--- src/rtl/exp3_ker_ram_writer_pkg.sv ---
// Shared 3x3-conv kernel-path definitions: write FSM states, bank geometry, address helper.
// Latency: n/a (types and constants only).
// Backpressure: n/a.
package exp_3x3_pkg;

    localparam int                ADDR_W     = 7;
    localparam logic [ADDR_W-1:0] BANK1_BASE = 7'd64;

    typedef enum logic [2:0] {
        ST_IDLE,
        ST_SETTLE,
        ST_WRITE,
        ST_BANK_WAIT,
        ST_DONE
    } wr_state_e;

    // Kernel RAM address of a beat: bank selects the 64-entry half, offset indexes within it.
    function automatic logic [ADDR_W-1:0] bank_addr(input logic bank, input logic [5:0] off);
        return (bank ? BANK1_BASE : ADDR_W'(0)) | {1'b0, off};
    endfunction

endpackage

--- src/rtl/exp3_ker_ram_writer_if.sv ---
// Kernel-weight stream in, kernel RAM write port out.
// Latency: n/a (wires only).
// Backpressure: ker_ready_o gates the stream; the RAM port is never stalled.
// Signal names are from the writer's point of view: master = upstream/RAM side, slave = writer.
interface exp3_ker_ram_writer_if #(
    parameter int DATA_W = 32
) ();
    logic                             ker_valid_i;
    logic [DATA_W-1:0]                ker_data_i;
    logic                             ker_ready_o;
    logic                             ram_wr_en_o;
    logic [exp_3x3_pkg::ADDR_W-1:0]   ram_wr_addr_o;
    logic [DATA_W-1:0]                ram_wr_data_o;

    modport master (
        output ker_valid_i, ker_data_i,
        input  ker_ready_o, ram_wr_en_o, ram_wr_addr_o, ram_wr_data_o
    );

    modport slave (
        input  ker_valid_i, ker_data_i,
        output ker_ready_o, ram_wr_en_o, ram_wr_addr_o, ram_wr_data_o
    );
endinterface

--- src/rtl/exp3_ker_ram_writer_bank_tracker.sv ---
// Two-bank occupancy tracker: a bank is set full when written out, cleared when the reader releases it.
// Latency: flags update one cycle after set_i / rd_done_i / clr_i.
// Backpressure: none; release pulses arriving with no full bank are dropped.
// Ports: clk_i, rst_i, clr_i (new layer), set_i + set_bank_i (bank completed),
//        rd_done_i (oldest bank released), bank_full_o[1:0].
module exp3_bank_tracker (
    input  logic       clk_i,
    input  logic       rst_i,
    input  logic       clr_i,
    input  logic       set_i,
    input  logic       set_bank_i,
    input  logic       rd_done_i,
    output logic [1:0] bank_full_o
);
    logic [1:0] full_q, full_d;
    logic       rd_ptr_q, rd_ptr_d;

    always_comb begin
        full_d   = full_q;
        rd_ptr_d = rd_ptr_q;
        if (clr_i) begin
            full_d   = 2'b00;
            rd_ptr_d = 1'b0;
        end else begin
            // Release is judged on the flags before this cycle's set, so a set of
            // one bank and a release of the other both land in the same cycle.
            if (rd_done_i && (full_q != 2'b00)) begin
                full_d[rd_ptr_q] = 1'b0;
                rd_ptr_d         = ~rd_ptr_q;
            end
            if (set_i) begin
                full_d[set_bank_i] = 1'b1;
            end
        end
    end

    always_ff @(posedge clk_i or posedge rst_i) begin
        if (rst_i) begin
            full_q   <= 2'b00;
            rd_ptr_q <= 1'b0;
        end else begin
            full_q   <= full_d;
            rd_ptr_q <= rd_ptr_d;
        end
    end

    assign bank_full_o = full_q;
endmodule

--- src/rtl/exp3_ker_ram_writer.sv ---
// Writes kernel-weight beats into a double-banked (2x64) kernel RAM, ping-ponging banks per chunk.
// Latency: accepted beat appears on the RAM write port 1 cycle later.
// Backpressure: ker_ready_o is registered and low while settling, waiting on a full bank, idle or done.
// Ports: clk_i/rst_i; start_i, wr_end_addr_i, fire_end_flag_i from the write-config block;
//        ker_if (stream in, RAM write out); rd_bank_done_i from the read side;
//        chk_nxt_addr_limt_o, bank_full_o, layer_done_o status.
module exp3_ker_ram_writer
    import exp_3x3_pkg::*;
#(
    parameter int DATA_W     = 32,
    parameter int SETTLE_CYC = 2
) (
    input  logic                  clk_i,
    input  logic                  rst_i,
    input  logic                  start_i,
    input  logic [ADDR_W-1:0]     wr_end_addr_i,
    input  logic                  fire_end_flag_i,
    input  logic                  rd_bank_done_i,
    exp3_ker_ram_writer_if.slave  ker_if,
    output logic                  chk_nxt_addr_limt_o,
    output logic [1:0]            bank_full_o,
    output logic                  layer_done_o
);
    localparam int CNT_W = (SETTLE_CYC < 2) ? 1 : $clog2(SETTLE_CYC + 1);

    wr_state_e         state_q, state_d;
    logic [CNT_W-1:0]  cnt_q, cnt_d;
    logic              wr_bank_q, wr_bank_d;
    logic [5:0]        offset_q, offset_d;
    logic              ker_ready_q, ker_ready_d;
    logic              wr_en_q, wr_en_d;
    logic [ADDR_W-1:0] wr_addr_q, wr_addr_d;
    logic [DATA_W-1:0] wr_data_q, wr_data_d;
    logic              chk_q, chk_d;
    logic              layer_done_q, layer_done_d;
    logic              trk_clr;
    logic              beat_acc;
    logic [ADDR_W-1:0] beat_addr;

    // ker_ready_q is only ever high in WRITE, so it alone qualifies acceptance.
    assign beat_acc  = ker_if.ker_valid_i & ker_ready_q;
    assign beat_addr = bank_addr(wr_bank_q, offset_q);

    always_comb begin
        state_d      = state_q;
        cnt_d        = cnt_q;
        wr_bank_d    = wr_bank_q;
        offset_d     = offset_q;
        layer_done_d = layer_done_q;
        wr_en_d      = 1'b0;
        wr_addr_d    = wr_addr_q;
        wr_data_d    = wr_data_q;
        chk_d        = 1'b0;
        trk_clr      = 1'b0;

        if (start_i) begin
            state_d      = ST_SETTLE;
            cnt_d        = CNT_W'(SETTLE_CYC);
            wr_bank_d    = 1'b0;
            offset_d     = 6'd0;
            layer_done_d = 1'b0;
            trk_clr      = 1'b1;
        end else begin
            case (state_q)
                ST_SETTLE: begin
                    if (fire_end_flag_i) begin
                        state_d      = ST_DONE;
                        layer_done_d = 1'b1;
                    end else if (cnt_q <= CNT_W'(1)) begin
                        // Leave on the edge where the count reaches zero so ready is
                        // low for exactly SETTLE_CYC cycles.
                        cnt_d   = '0;
                        state_d = bank_full_o[wr_bank_q] ? ST_BANK_WAIT : ST_WRITE;
                    end else begin
                        cnt_d = cnt_q - CNT_W'(1);
                    end
                end
                ST_WRITE: begin
                    if (beat_acc) begin
                        wr_en_d   = 1'b1;
                        wr_addr_d = beat_addr;
                        wr_data_d = ker_if.ker_data_i;
                        offset_d  = offset_q + 6'd1;
                        // Full 7-bit compare: an end address in the other bank never hits.
                        if (beat_addr == wr_end_addr_i) begin
                            chk_d     = 1'b1;
                            wr_bank_d = ~wr_bank_q;
                            offset_d  = 6'd0;
                            state_d   = ST_SETTLE;
                            cnt_d     = CNT_W'(SETTLE_CYC);
                        end
                    end
                end
                ST_BANK_WAIT: begin
                    if (fire_end_flag_i) begin
                        state_d      = ST_DONE;
                        layer_done_d = 1'b1;
                    end else if (!bank_full_o[wr_bank_q]) begin
                        state_d = ST_WRITE;
                    end
                end
                default: begin
                end
            endcase
        end

        ker_ready_d = (state_d == ST_WRITE);
    end

    always_ff @(posedge clk_i or posedge rst_i) begin
        if (rst_i) begin
            state_q      <= ST_IDLE;
            cnt_q        <= '0;
            wr_bank_q    <= 1'b0;
            offset_q     <= 6'd0;
            ker_ready_q  <= 1'b0;
            wr_en_q      <= 1'b0;
            wr_addr_q    <= '0;
            wr_data_q    <= '0;
            chk_q        <= 1'b0;
            layer_done_q <= 1'b0;
        end else begin
            state_q      <= state_d;
            cnt_q        <= cnt_d;
            wr_bank_q    <= wr_bank_d;
            offset_q     <= offset_d;
            ker_ready_q  <= ker_ready_d;
            wr_en_q      <= wr_en_d;
            wr_addr_q    <= wr_addr_d;
            wr_data_q    <= wr_data_d;
            chk_q        <= chk_d;
            layer_done_q <= layer_done_d;
        end
    end

    // The bank is marked full together with the chk pulse, which lets a release of
    // the other bank in that same cycle resolve cleanly inside the tracker.
    exp3_bank_tracker u_bank_tracker (
        .clk_i       (clk_i),
        .rst_i       (rst_i),
        .clr_i       (trk_clr),
        .set_i       (chk_q),
        .set_bank_i  (wr_addr_q[ADDR_W-1]),
        .rd_done_i   (rd_bank_done_i),
        .bank_full_o (bank_full_o)
    );

    assign ker_if.ker_ready_o   = ker_ready_q;
    assign ker_if.ram_wr_en_o   = wr_en_q;
    assign ker_if.ram_wr_addr_o = wr_addr_q;
    assign ker_if.ram_wr_data_o = wr_data_q;
    assign chk_nxt_addr_limt_o  = chk_q;
    assign layer_done_o         = layer_done_q;
endmodule

--- src/flat_wrapper.sv ---
// flat-port wrapper written by rule: the top's interface ports become plain ports
module exp3_ker_ram_writer_flat import exp_3x3_pkg::*;
#(
    parameter int DATA_W     = 32,
    parameter int SETTLE_CYC = 2
)
  (clk_i, rst_i, start_i, wr_end_addr_i, fire_end_flag_i, rd_bank_done_i, chk_nxt_addr_limt_o, bank_full_o, layer_done_o, ker_if_ker_valid_i, ker_if_ker_data_i, ker_if_ker_ready_o, ker_if_ram_wr_en_o, ker_if_ram_wr_addr_o, ker_if_ram_wr_data_o);
  exp3_ker_ram_writer_if #(.DATA_W(DATA_W)) ker_if_i ();
  input  logic clk_i;
  input  logic rst_i;
  input  logic start_i;
  input  logic [ADDR_W-1:0] wr_end_addr_i;
  input  logic fire_end_flag_i;
  input  logic rd_bank_done_i;
  output logic chk_nxt_addr_limt_o;
  output logic [1:0] bank_full_o;
  output logic layer_done_o;
  input wire logic [$bits(ker_if_i.ker_valid_i)-1:0] ker_if_ker_valid_i;
  input wire logic [$bits(ker_if_i.ker_data_i)-1:0] ker_if_ker_data_i;
  output wire logic [$bits(ker_if_i.ker_ready_o)-1:0] ker_if_ker_ready_o;
  output wire logic [$bits(ker_if_i.ram_wr_en_o)-1:0] ker_if_ram_wr_en_o;
  output wire logic [$bits(ker_if_i.ram_wr_addr_o)-1:0] ker_if_ram_wr_addr_o;
  output wire logic [$bits(ker_if_i.ram_wr_data_o)-1:0] ker_if_ram_wr_data_o;
  assign ker_if_i.ker_valid_i = ker_if_ker_valid_i;
  assign ker_if_i.ker_data_i = ker_if_ker_data_i;
  assign ker_if_ker_ready_o = ker_if_i.ker_ready_o;
  assign ker_if_ram_wr_en_o = ker_if_i.ram_wr_en_o;
  assign ker_if_ram_wr_addr_o = ker_if_i.ram_wr_addr_o;
  assign ker_if_ram_wr_data_o = ker_if_i.ram_wr_data_o;
  exp3_ker_ram_writer #(.DATA_W(DATA_W), .SETTLE_CYC(SETTLE_CYC)) u_core (.clk_i(clk_i), .rst_i(rst_i), .start_i(start_i), .wr_end_addr_i(wr_end_addr_i), .fire_end_flag_i(fire_end_flag_i), .rd_bank_done_i(rd_bank_done_i), .ker_if(ker_if_i), .chk_nxt_addr_limt_o(chk_nxt_addr_limt_o), .bank_full_o(bank_full_o), .layer_done_o(layer_done_o));
endmodule
--- config.mk ---
export PLATFORM = sky130hd
export DESIGN_NAME = exp3_ker_ram_writer_flat
export DESIGN_NICKNAME = d
export VERILOG_FILES = /design/src/rtl/exp3_ker_ram_writer_pkg.sv /design/src/rtl/exp3_ker_ram_writer_if.sv /design/src/rtl/exp3_ker_ram_writer_bank_tracker.sv /design/src/rtl/exp3_ker_ram_writer.sv /design/src/flat_wrapper.sv
export SDC_FILE = /design/constraint.sdc
export NUM_CORES = 1
export LEC_CHECK = 0
export ABC_AREA = 1
export ABC_CLOCK_PERIOD_IN_PS = 4700
export BUFFER_PORTS_ARGS = -buffer_cell sky130_fd_sc_hd__buf_4
export CAP_MARGIN = 15
export CORE_MARGIN = 10
export CORE_UTILIZATION = 35
export CTS_CLUSTER_SIZE = 30
export DETAILED_ROUTE_END_ITERATION = 8
export GPL_TIMING_DRIVEN = 0
export REMOVE_ABC_BUFFERS = 1
export SLEW_MARGIN = 25
export SYNTH_ARGS = -nofsm -noshare
export SYNTH_HDL_FRONTEND = slang
export SYNTH_SLANG_ARGS = --single-unit
--- constraint.sdc ---
create_clock -name clk_i -period 4.7 [get_ports clk_i]
set_clock_uncertainty 0.15 [all_clocks]
set_input_delay 1.41 -clock clk_i [delete_from_list [all_inputs] [get_ports clk_i]]
set_output_delay 1.41 -clock clk_i [all_outputs]
set_load 0.02 [all_outputs]
==> impl_metrics.yaml <==
die:
  initial_utilization: 0.368
  fp-row-count: 30
  die-width_um: 105
  ios: 90
  dieArea_mm2: 0.0111
  core_area_mm2: 0.00691
  die_h_um: 105
critical_path:
  endpoint_kind: "flip-flop"
  cp_max_fo: 46
  start_kind: "input port"
  path_common_cell: "nand2_1"
  worstReg2RegStart: "u_core.state_q[0]"
  setup.worst_path.start: "ker_if_ker_valid_i"
  path_class: "input port to flip-flop"
  slowest_delay_ns: 0.43
  crit_arrival_ns: 2.96
  required_ns: 4.78
  rrSetupSlack_ns: 2.41
  crit_chain: "buf_4 > nand2_1 > nor2_4 > inv_2 > nor2_8 > inv_4 > a21oi_2 > nand2_1 > o21ai_0"
  cp_slowest_cell: "nor2_8"
logic_synthesis:
  ys_seq_area_frac: 0.572
  synth_edf_count: 0
  ys_top_cells_by_area: "dfrtp_1, nand2_1, inv_1"
  async_flop_share: 1.00
  yosys.area.top_type: "dfrtp_1"
  synth_cell_types: 28
  synthesis.instances: 299
  avgSynthCellArea_um2: 8.49
  synth_flop_cell: "dfrtp_1"
  ys_seq_elements: 58
  yosysTopAreaCellShare: 0.572
  synth_area_mm2: 0.00254
  ys_warn_count: 0
sta:
  tightest_slew_ns: 0.539
  period_needed_ns: 2.87
  setup_viol: 0
  period_share: 0.611
  rsz0062_at_grt: "false"
  maxSlewHeadroom: 0.640
  setup_tns_ns: 0
  slew_viol_final: 0
  max_freq_mhz: 348
  finalHoldViolCount: 0
global_route:
  grt_max_degree: 47
  antenna_found_initial: 0
  grt_pass1_wl_um: 11000
  grt_pass1_vias: 2291
  grt.overflow.total: 0
  track_usage: 0.122
detailed_routing:
  drcViolationCount: 0
  routed_wl_um: 6540
  drt_first_pass_iters: 4
  ant_nets: 0
  wire_per_inst_um: 13.3
  viasPerCell: 4.45
  vias: 2183
  drt_iter0_drc: 65
power_and_ir_drop:
  finalPower_w: 0.00108
  power.leakage_nw: 1.93
  p_per_area_mw_per_mm2: 311
  vdd_ir_drop_max_uv: 171
cts:
  cts_sinks: 58
  clk_latency_ns: 0.33
  cts_tree: "yes"
  postCtsHoldBufs: 0
  clockRootBuffer: "clkbuf_8"
  cts.clk_slew.worst_paths_ns: 0.06
  h-tree-depth: 3
  post_cts_resized: 0
  clock_path_buffers: 2
  cts-buffers-inserted: 9
  postCtsSetupBuffers: 0
finish:
  fill_cells: 707
  syn_to_final_growth_pct: 37.3
  layout-drive-gt1-share: 0.296
  diodes: 0
  layout.nets: 437
  seqCellArea_mm2: 0.00145
  multiInputGateArea_um2: 933
  final_area_mm2: 0.00348
flow_run:
  drv_cap: 0
status:
  status: "finished, final reports clean"
min_path:
  hp-start: "u_core.ker_if.ram_wr_data_o[31]"
  worst_hold_path_type: "flip-flop to flip-flop"
place:
  hpwlAfterDp_um: 4750
  place_area_mm2: 0.00330
  io_buffer_count: 89
  gp_congestion: 0.774
stage by stage:
stage          hold slack [ns]  worst slack [ns]  utilization  std cells
2_1_floorplan            0.313              1.71            -        290
3_3_place_gp             0.304             0.839        0.474        475
3_5_place_dp             0.309              1.48        0.477        476
4_1_cts                  0.327              1.82        0.505        491
5_1_grt                  0.337              1.67        0.505        491
6_report                 0.322              1.83        0.505        491
sequential cells by signal, indices dropped and copies added, names as in the netlist, 2 cells and up:
| register | flops |
|---|---|
| u_core.state_q | 3 |
| u_core.ker_if.ram_wr_addr_o | 7 |
| u_core.cnt_q | 2 |
| u_core.ker_if.ram_wr_data_o | 32 |
| u_core.offset_q | 6 |
| u_core.u_bank_tracker.bank_full_o | 2 |
cell families after synthesis:
group / synth area share
xor+xnor: 0.0242
buf+inv: 0.0606
compound gates: 0.0670
simple gates: 0.272
fa+ha+maj: 0.00493
flops: 0.572
report_power, final:
part | switching [W] | internal [W]
Clock | 0.000188 | 0.000244
Combinational | 0.0000658 | 0.0000558
Sequential | 0.0000130 | 0.000517
Total | 0.000266 | 0.000817
synth_stat cells, types with 2 or more instances:
library cell / count
inv_1: 23
xnor2_1: 3
o21ai_1: 6
nand3_1: 8
nand2_1: 136
dfrtp_1: 58
xor2_1: 4
o21ai_0: 11
buf_2: 7
nor2_4: 2
inv_2: 2
nor2_1: 14
nor3_1: 3
a21oi_2: 2
o211ai_1: 2
a21oi_1: 6
path summary, 6_finish.rpt:
kind,endpoint,cells after the start
worst max-delay path,u_core.offset_q[4],9
worst min-delay path,u_core.ker_if.ram_wr_data_o[31],2
worst max register to register,u_core.offset_q[4],9
worst min register to register,u_core.ker_if.ram_wr_data_o[31],2
max in group asynchronous,u_core.ker_if.ram_wr_addr_o[2],3
min in group asynchronous,u_core.ker_if.ram_wr_data_o[12],2
cell usage in the layout (no fill, tap or decap), types with 2 or more instances in the layout:
| cell | n |
|---|---|
| nor2_4 | 2 |
| inv_4 | 2 |
| clkbuf_8 | 13 |
| nand2_1 | 136 |
| buf_4 | 89 |
| a21oi_1 | 6 |
| xnor2_1 | 3 |
| inv_1 | 22 |
| nor2_1 | 14 |
| a21oi_2 | 2 |
| nand3_1 | 8 |
| xor2_1 | 4 |
| o21ai_0 | 11 |
| inv_2 | 2 |
| clkinv_2 | 2 |
| o211ai_1 | 2 |
| o21ai_1 | 6 |
| nor3_1 | 3 |
| dfrtp_1 | 58 |
critical path, delay by kind of cell:
family	cells	cell delay [ns]
AO/OA/AOI/OAI	2	0.30
buffers and inverters	3	0.48
AND/OR/NAND/NOR	4	0.73
metal layers:
metal / GRT usage / up-vias / share of wire
met2: 0.175 / 71 / 0.43
met4: 0.0441 / 0 / 0.011
li1: - / 1107 / -
met5: 0 / - / 0
met1: 0.140 / 998 / 0.43
met3: 0.0823 / 7 / 0.13
cell type report:
cell class	count	area share
Inverter	26	0.0294
Timing Repair Buffer	90	0.197
Multi-Input combinational cell	206	0.268
Clock inverter	2	0.00287
Sequential cell	58	0.417
Clock buffer	13	0.0513
Tap cell	96	0.0345
(Power assumes the default switching activity.)
